==> src/rtl/alu_op_sequencer_if.sv <==
// Handshake, operand and ALU-result bundle between requester/ALU and alu_op_sequencer.
interface alu_op_sequencer_if #(
  parameter int WIDTH = 19
);
  logic             start;
  logic [3:0]       opcode;
  logic [WIDTH-1:0] operand_a;
  logic [WIDTH-1:0] operand_b;
  logic             use_acc;
  logic [WIDTH-1:0] alu_op;
  logic             ovf_flag;
  logic [WIDTH-1:0] ac;
  logic [WIDTH-1:0] dr;
  logic [13:0]      ctrl;
  logic             busy;
  logic             done;
  logic [WIDTH-1:0] result;
  logic             ovf_out;
  logic             err;

  modport master (
    output start, opcode, operand_a, operand_b, use_acc, alu_op, ovf_flag,
    input  ac, dr, ctrl, busy, done, result, ovf_out, err
  );

  modport slave (
    input  start, opcode, operand_a, operand_b, use_acc, alu_op, ovf_flag,
    output ac, dr, ctrl, busy, done, result, ovf_out, err
  );
endinterface

==> src/rtl/alu_op_sequencer.sv <==
// Runs one ALU operation at a time: decodes opcode to one-hot CTRL, holds it for a
// settle time, captures the ALU result and reports it over START/BUSY/DONE.
module alu_op_sequencer #(
  parameter int WIDTH       = 19,
  parameter int MULDIV_WAIT = 3,
  parameter int SIMPLE_WAIT = 0
) (
  input logic               clk,
  input logic               rst,
  alu_op_sequencer_if.slave bus
);
  localparam int MAX_WAIT = (MULDIV_WAIT > SIMPLE_WAIT) ? MULDIV_WAIT : SIMPLE_WAIT;
  localparam int CNT_W    = (MAX_WAIT < 2) ? 1 : $clog2(MAX_WAIT + 1);

  localparam logic [3:0] OP_MUL  = 4'd2;
  localparam logic [3:0] OP_DIV  = 4'd3;
  localparam logic [3:0] OP_LAST = 4'd13;

  typedef enum logic [1:0] {
    ST_IDLE = 2'd0,
    ST_EXEC = 2'd1,
    ST_FIN  = 2'd2
  } state_t;

  state_t           state_r;
  logic [CNT_W-1:0] cnt_r;
  logic [WIDTH-1:0] ac_r;
  logic [WIDTH-1:0] dr_r;
  logic [13:0]      ctrl_r;
  logic             busy_r;
  logic             done_r;
  logic [WIDTH-1:0] result_r;
  logic             ovf_r;
  logic             err_r;

  function automatic logic [13:0] onehot(input logic [3:0] op);
    logic [13:0] v;
    v = 14'd0;
    if (op <= OP_LAST) begin
      v = 14'd1 << op;
    end
    return v;
  endfunction

  function automatic logic [CNT_W-1:0] settle_cycles(input logic [3:0] op);
    logic [CNT_W-1:0] c;
    if ((op == OP_MUL) || (op == OP_DIV)) begin
      c = CNT_W'(MULDIV_WAIT);
    end else begin
      c = CNT_W'(SIMPLE_WAIT);
    end
    return c;
  endfunction

  // Sequencer FSM with all outputs registered.
  always_ff @(posedge clk or posedge rst) begin
    if (rst) begin
      state_r  <= ST_IDLE;
      cnt_r    <= '0;
      ac_r     <= '0;
      dr_r     <= '0;
      ctrl_r   <= 14'd0;
      busy_r   <= 1'b0;
      done_r   <= 1'b0;
      result_r <= '0;
      ovf_r    <= 1'b0;
      err_r    <= 1'b0;
    end else begin
      case (state_r)
        ST_IDLE: begin
          if (bus.start) begin
            busy_r <= 1'b1;
            if (bus.opcode > OP_LAST) begin
              // Illegal opcode: report straight away, leave operands and RESULT alone.
              done_r  <= 1'b1;
              err_r   <= 1'b1;
              ovf_r   <= 1'b0;
              state_r <= ST_FIN;
            end else begin
              ac_r    <= bus.use_acc ? result_r : bus.operand_a;
              dr_r    <= bus.operand_b;
              ctrl_r  <= onehot(bus.opcode);
              cnt_r   <= settle_cycles(bus.opcode);
              state_r <= ST_EXEC;
            end
          end
        end
        ST_EXEC: begin
          if (cnt_r != '0) begin
            cnt_r <= cnt_r - CNT_W'(1);
          end else begin
            result_r <= bus.alu_op;
            ovf_r    <= bus.ovf_flag;
            ctrl_r   <= 14'd0;
            done_r   <= 1'b1;
            state_r  <= ST_FIN;
          end
        end
        ST_FIN: begin
          done_r  <= 1'b0;
          err_r   <= 1'b0;
          busy_r  <= 1'b0;
          state_r <= ST_IDLE;
        end
        default: begin
          ctrl_r  <= 14'd0;
          done_r  <= 1'b0;
          err_r   <= 1'b0;
          busy_r  <= 1'b0;
          state_r <= ST_IDLE;
        end
      endcase
    end
  end

  assign bus.ac      = ac_r;
  assign bus.dr      = dr_r;
  assign bus.ctrl    = ctrl_r;
  assign bus.busy    = busy_r;
  assign bus.done    = done_r;
  assign bus.result  = result_r;
  assign bus.ovf_out = ovf_r;
  assign bus.err     = err_r;
endmodule

==> src/flat_wrapper.sv <==
// flat-port wrapper written by rule: the top's interface ports become plain ports
module alu_op_sequencer_flat 
#(
  parameter int WIDTH       = 19,
  parameter int MULDIV_WAIT = 3,
  parameter int SIMPLE_WAIT = 0
)
  (clk, rst, bus_start, bus_opcode, bus_operand_a, bus_operand_b, bus_use_acc, bus_alu_op, bus_ovf_flag, bus_ac, bus_dr, bus_ctrl, bus_busy, bus_done, bus_result, bus_ovf_out, bus_err);
  alu_op_sequencer_if #(.WIDTH(WIDTH)) bus_i ();
  input logic clk;
  input logic rst;
  input wire logic [$bits(bus_i.start)-1:0] bus_start;
  input wire logic [$bits(bus_i.opcode)-1:0] bus_opcode;
  input wire logic [$bits(bus_i.operand_a)-1:0] bus_operand_a;
  input wire logic [$bits(bus_i.operand_b)-1:0] bus_operand_b;
  input wire logic [$bits(bus_i.use_acc)-1:0] bus_use_acc;
  input wire logic [$bits(bus_i.alu_op)-1:0] bus_alu_op;
  input wire logic [$bits(bus_i.ovf_flag)-1:0] bus_ovf_flag;
  output wire logic [$bits(bus_i.ac)-1:0] bus_ac;
  output wire logic [$bits(bus_i.dr)-1:0] bus_dr;
  output wire logic [$bits(bus_i.ctrl)-1:0] bus_ctrl;
  output wire logic [$bits(bus_i.busy)-1:0] bus_busy;
  output wire logic [$bits(bus_i.done)-1:0] bus_done;
  output wire logic [$bits(bus_i.result)-1:0] bus_result;
  output wire logic [$bits(bus_i.ovf_out)-1:0] bus_ovf_out;
  output wire logic [$bits(bus_i.err)-1:0] bus_err;
  assign bus_i.start = bus_start;
  assign bus_i.opcode = bus_opcode;
  assign bus_i.operand_a = bus_operand_a;
  assign bus_i.operand_b = bus_operand_b;
  assign bus_i.use_acc = bus_use_acc;
  assign bus_i.alu_op = bus_alu_op;
  assign bus_i.ovf_flag = bus_ovf_flag;
  assign bus_ac = bus_i.ac;
  assign bus_dr = bus_i.dr;
  assign bus_ctrl = bus_i.ctrl;
  assign bus_busy = bus_i.busy;
  assign bus_done = bus_i.done;
  assign bus_result = bus_i.result;
  assign bus_ovf_out = bus_i.ovf_out;
  assign bus_err = bus_i.err;
  alu_op_sequencer #(.WIDTH(WIDTH), .MULDIV_WAIT(MULDIV_WAIT), .SIMPLE_WAIT(SIMPLE_WAIT)) u_core (.clk(clk), .rst(rst), .bus(bus_i));
endmodule
==> config.mk <==
export PLATFORM = sky130hd
export DESIGN_NAME = alu_op_sequencer_flat
export DESIGN_NICKNAME = d
export VERILOG_FILES = /design/src/rtl/alu_op_sequencer_if.sv /design/src/rtl/alu_op_sequencer.sv /design/src/flat_wrapper.sv
export SDC_FILE = /design/constraint.sdc
export NUM_CORES = 1
export LEC_CHECK = 0
export ABC_CLOCK_PERIOD_IN_PS = 2800
export CAP_MARGIN = 0
export CORE_MARGIN = 3
export CORE_UTILIZATION = 42
export CTS_CLUSTER_SIZE = 28
export DETAILED_ROUTE_END_ITERATION = 10
export PLACE_DENSITY = 0.89
export SYNTH_ARGS = -nofsm -noshare
export SYNTH_HDL_FRONTEND = slang
export SYNTH_SLANG_ARGS = --single-unit
==> constraint.sdc <==
create_clock -name clk -period 2.8 [get_ports clk]
set_input_delay 0.56 -clock clk [delete_from_list [all_inputs] [get_ports clk]]
set_output_delay 0.56 -clock clk [all_outputs]
set_load 0.005 [all_outputs]
==> impl_metrics.env <==
export IMPL_status="completed"
export IMPL_grt_max_degree=42
export IMPL_portBuffers=140
export IMPL_synth_common_cells="83 x nand2_1, 79 x dfrtp_1, 27 x mux2_2"
export IMPL_post_drt_wl_per_cell_um=14.6
export IMPL_synth_enable_flop_cells=0
export IMPL_nFillCells=582
export IMPL_area_delta_synth_final_pct=51.8
export IMPL_routed_wl_mm=8.01
export IMPL_dp_slack_ns=0.391
export IMPL_min_period_over_period_pct=73.7
export IMPL_num_io_pins=141
export IMPL_fin_crit_ns=2.06
export IMPL_syn_inst=304
export IMPL_drv_slew=0
export IMPL_fin_nets=513
export IMPL_rsz0062_at_grt="false"
export IMPL_drive_above_1_share_pct=12.4
export IMPL_cts_root_buf="clkbuf_8"
export IMPL_grt_usage_pct=18.7
export IMPL_core_area_um2=7450
export IMPL_switching_share_pct=30.9
export IMPL_clkTransAtPathRegs_ns=0.08
export IMPL_cts_max_path_buffers=2
export IMPL_hp_class="reg2reg"
export IMPL_die_x_um=94.8
export IMPL_cp_arrival_ns=2.31
export IMPL_min_delay_start="u_core.bus.dr[6]"
export IMPL_worstSetupPathType="in2reg"
export IMPL_synth_area_um2=3310
export IMPL_startpoint="bus_start"
export IMPL_tightestPinTransition_ns=0.699
export IMPL_floorplan_rows=31
export IMPL_grt_pass1_wl_mm=13.2
export IMPL_power_internal_uw=3450
export IMPL_worstRegToRegCells=4
export IMPL_powerDensity_nw_per_um2=994
export IMPL_worstSetupStartpointType="input pin"
export IMPL_synthFlopType="dfrtp_1"
export IMPL_drtIter0Drc=76
export IMPL_fp_dieArea_um2=8990
export IMPL_clk_latency_ns=0.34
export IMPL_tritoncts="done"
export IMPL_ir_drop_uv=562
export IMPL_die_h_um=94.8
export IMPL_setup_tns_ns=0
export IMPL_ant_nets=0
export IMPL_yosysMostFrequentCell="nand2_1"
export IMPL_gp_congestion=0.767
export IMPL_diodes=0
export IMPL_netlist_top_cells_area="dfrtp_1 60%, nand2_1 9.4%, mux2_2 9.2%"
export IMPL_max_cap_violations=0
export IMPL_syn_num_nets=371
export IMPL_p_leak_uw=0.00226
export IMPL_ys_seq_area_share_pct=59.7
export IMPL_synth_top_area_share_pct=59.7
export IMPL_syn_area_per_cell_um2=10.9
export IMPL_cts_repair_resize_count=0
export IMPL_grt_pass1_vias=2738
export IMPL_multi_input_area_um2=1210
export IMPL_synth_seq_cells=79
export IMPL_pwr_share_seq_pct=39.2
export IMPL_vias=2706
export IMPL_dpl_hpwl_mm=6.03
export IMPL_ys_warn_count=0
export IMPL_seq_area_um2=1980
export IMPL_fin_ws_ns=0.735
export IMPL_max_slew_margin_rel_pct=53.3
export IMPL_p_comb_share_pct=43.0
export IMPL_cp_required_ns=3.04
export IMPL_synthDistinctLibCells=36
export IMPL_routed_via_density=4.93
export IMPL_cts_made_buffers=9
export IMPL_clock_skew_ns=0.0110
export IMPL_drc_errors=0
export IMPL_rrSetupSlack_ns=0.97
export IMPL_hold_path_depth=2
export IMPL_grt_overflow=0
export IMPL_cts_hold_buffers_added=0
export IMPL_end_kind="flip-flop"
export IMPL_hold_viol_final=0
export IMPL_clock_sinks=79
export IMPL_initial_utilization_pct=44.5
export IMPL_grt_antenna_before_repair=0
export IMPL_first_pass_iters=4
export IMPL_rr_startpoint="u_core.state_r[0]"
export IMPL_max_freq_mhz=484
export IMPL_pwr_share_clk_pct=17.8
export IMPL_p_sw_uw=1550
export IMPL_async_reset_ff_share_pct=100
export IMPL_postCtsSetupRepairBufs=0
export IMPL_setup_viol=0
export IMPL_cts_htree_levels=3
export IMPL_yosysTopAreaCell="dfrtp_1"
export IMPL_crit_fanout=30
layout make-up:
cell class	count	area share, %
Clock buffer	10	2.54
Multi-Input combinational cell	200	24.2
Timing Repair Buffer	147	29.2
Inverter	9	0.697
Sequential cell	79	39.3
Clock inverter	5	1.67
Tap cell	99	2.46
per-stage QoR:
stage          std cells  power (uW)  hold slack, ns  utilization (%)  instance area [um^2]
6_report             549        5000           0.475             67.5                  5030
5_1_grt              549        5370           0.502             67.5                  5030
4_1_cts              549        5070           0.480             67.5                  5030
3_5_place_dp         534        4160           0.462             64.7                  4820
3_3_place_gp         534        4070           0.456             64.7                  4820
2_1_floorplan        304        2890           0.470                -                  3310
routing by layer:
| metal | routed length, um | part of all wire [%] | track usage [%] |
|---|---|---|---|
| met4 | 119 | 1.5 | 6.25 |
| met5 | 0 | 0 | 0 |
| met2 | 4130 | 52 | 31.9 |
| met3 | 552 | 6.9 | 4.70 |
| met1 | 3210 | 40 | 23.2 |
cells by family (layout without fill, tap and decap cells):
group | count (synthesis) | in the layout | synth area share (%)
flip-flops | 79 | 79 | 59.7
AND/OR/NAND/NOR | 117 | 117 | 14.8
buffers and inverters | 25 | 171 | 3.74
multiplexers | 46 | 46 | 14.9
adder cells (fa/ha/maj) | 1 | 1 | 0.378
AO/OA/AOI/OAI | 36 | 36 | 6.50
power groups by stage:
stage / logic [uW] / clock network [uW] / registers [uW]
6_report: 2150 / 889 / 1960
5_1_grt: 2370 / 972 / 2030
4_1_cts: 2200 / 912 / 1970
3_5_place_dp: 2180 / 0 / 1980
3_3_place_gp: 2120 / 0 / 1950
2_1_floorplan: 935 / 0 / 1960
final timing paths:
kind                                     end
setup / recovery             u_core.cnt_r[0]
hold / removal              u_core.bus.dr[6]
setup reg to reg             u_core.cnt_r[0]
hold reg to reg             u_core.bus.dr[6]
max in group asynchronous  u_core.bus.ac[16]
min in group asynchronous  u_core.bus.dr[16]
registers in the layout, summed over array words and instances, names as in the netlist:
register            cells
u_core.bus.ac          19
u_core.bus.dr          19
u_core.bus.result      19
u_core.bus.ctrl        14
u_core.cnt_r            2
u_core.state_r          2
u_core.bus.busy         1
u_core.bus.done         1
u_core.bus.err          1
u_core.bus.ovf_out      1
worst max-delay path, stage by stage:
cell and delay (ns):
clkdlybuf4s50_1 0.54, or3b_4 0.43, or2_2 0.31, buf_4 0.23
a32oi_1 0.23
placed cells by master, fill, tap and decap left out, types with 2 or more instances in the layout:
cell	Yosys	final
clkdlybuf4s50_1	0	140
nand2_1	83	83
dfrtp_1	79	79
mux2_2	27	27
o21ai_0	23	23
mux2i_1	19	19
nor2_1	16	15
clkbuf_8	0	9
inv_1	9	8
buf_4	1	6
nand2b_1	4	4
nor3_1	3	3
nor2_2	1	2
o32ai_1	2	2
a22o_1	2	2
a31oi_1	2	2
bufinv_16	0	2
clkinvlp_4	0	2
(Power assumes the default switching activity.)
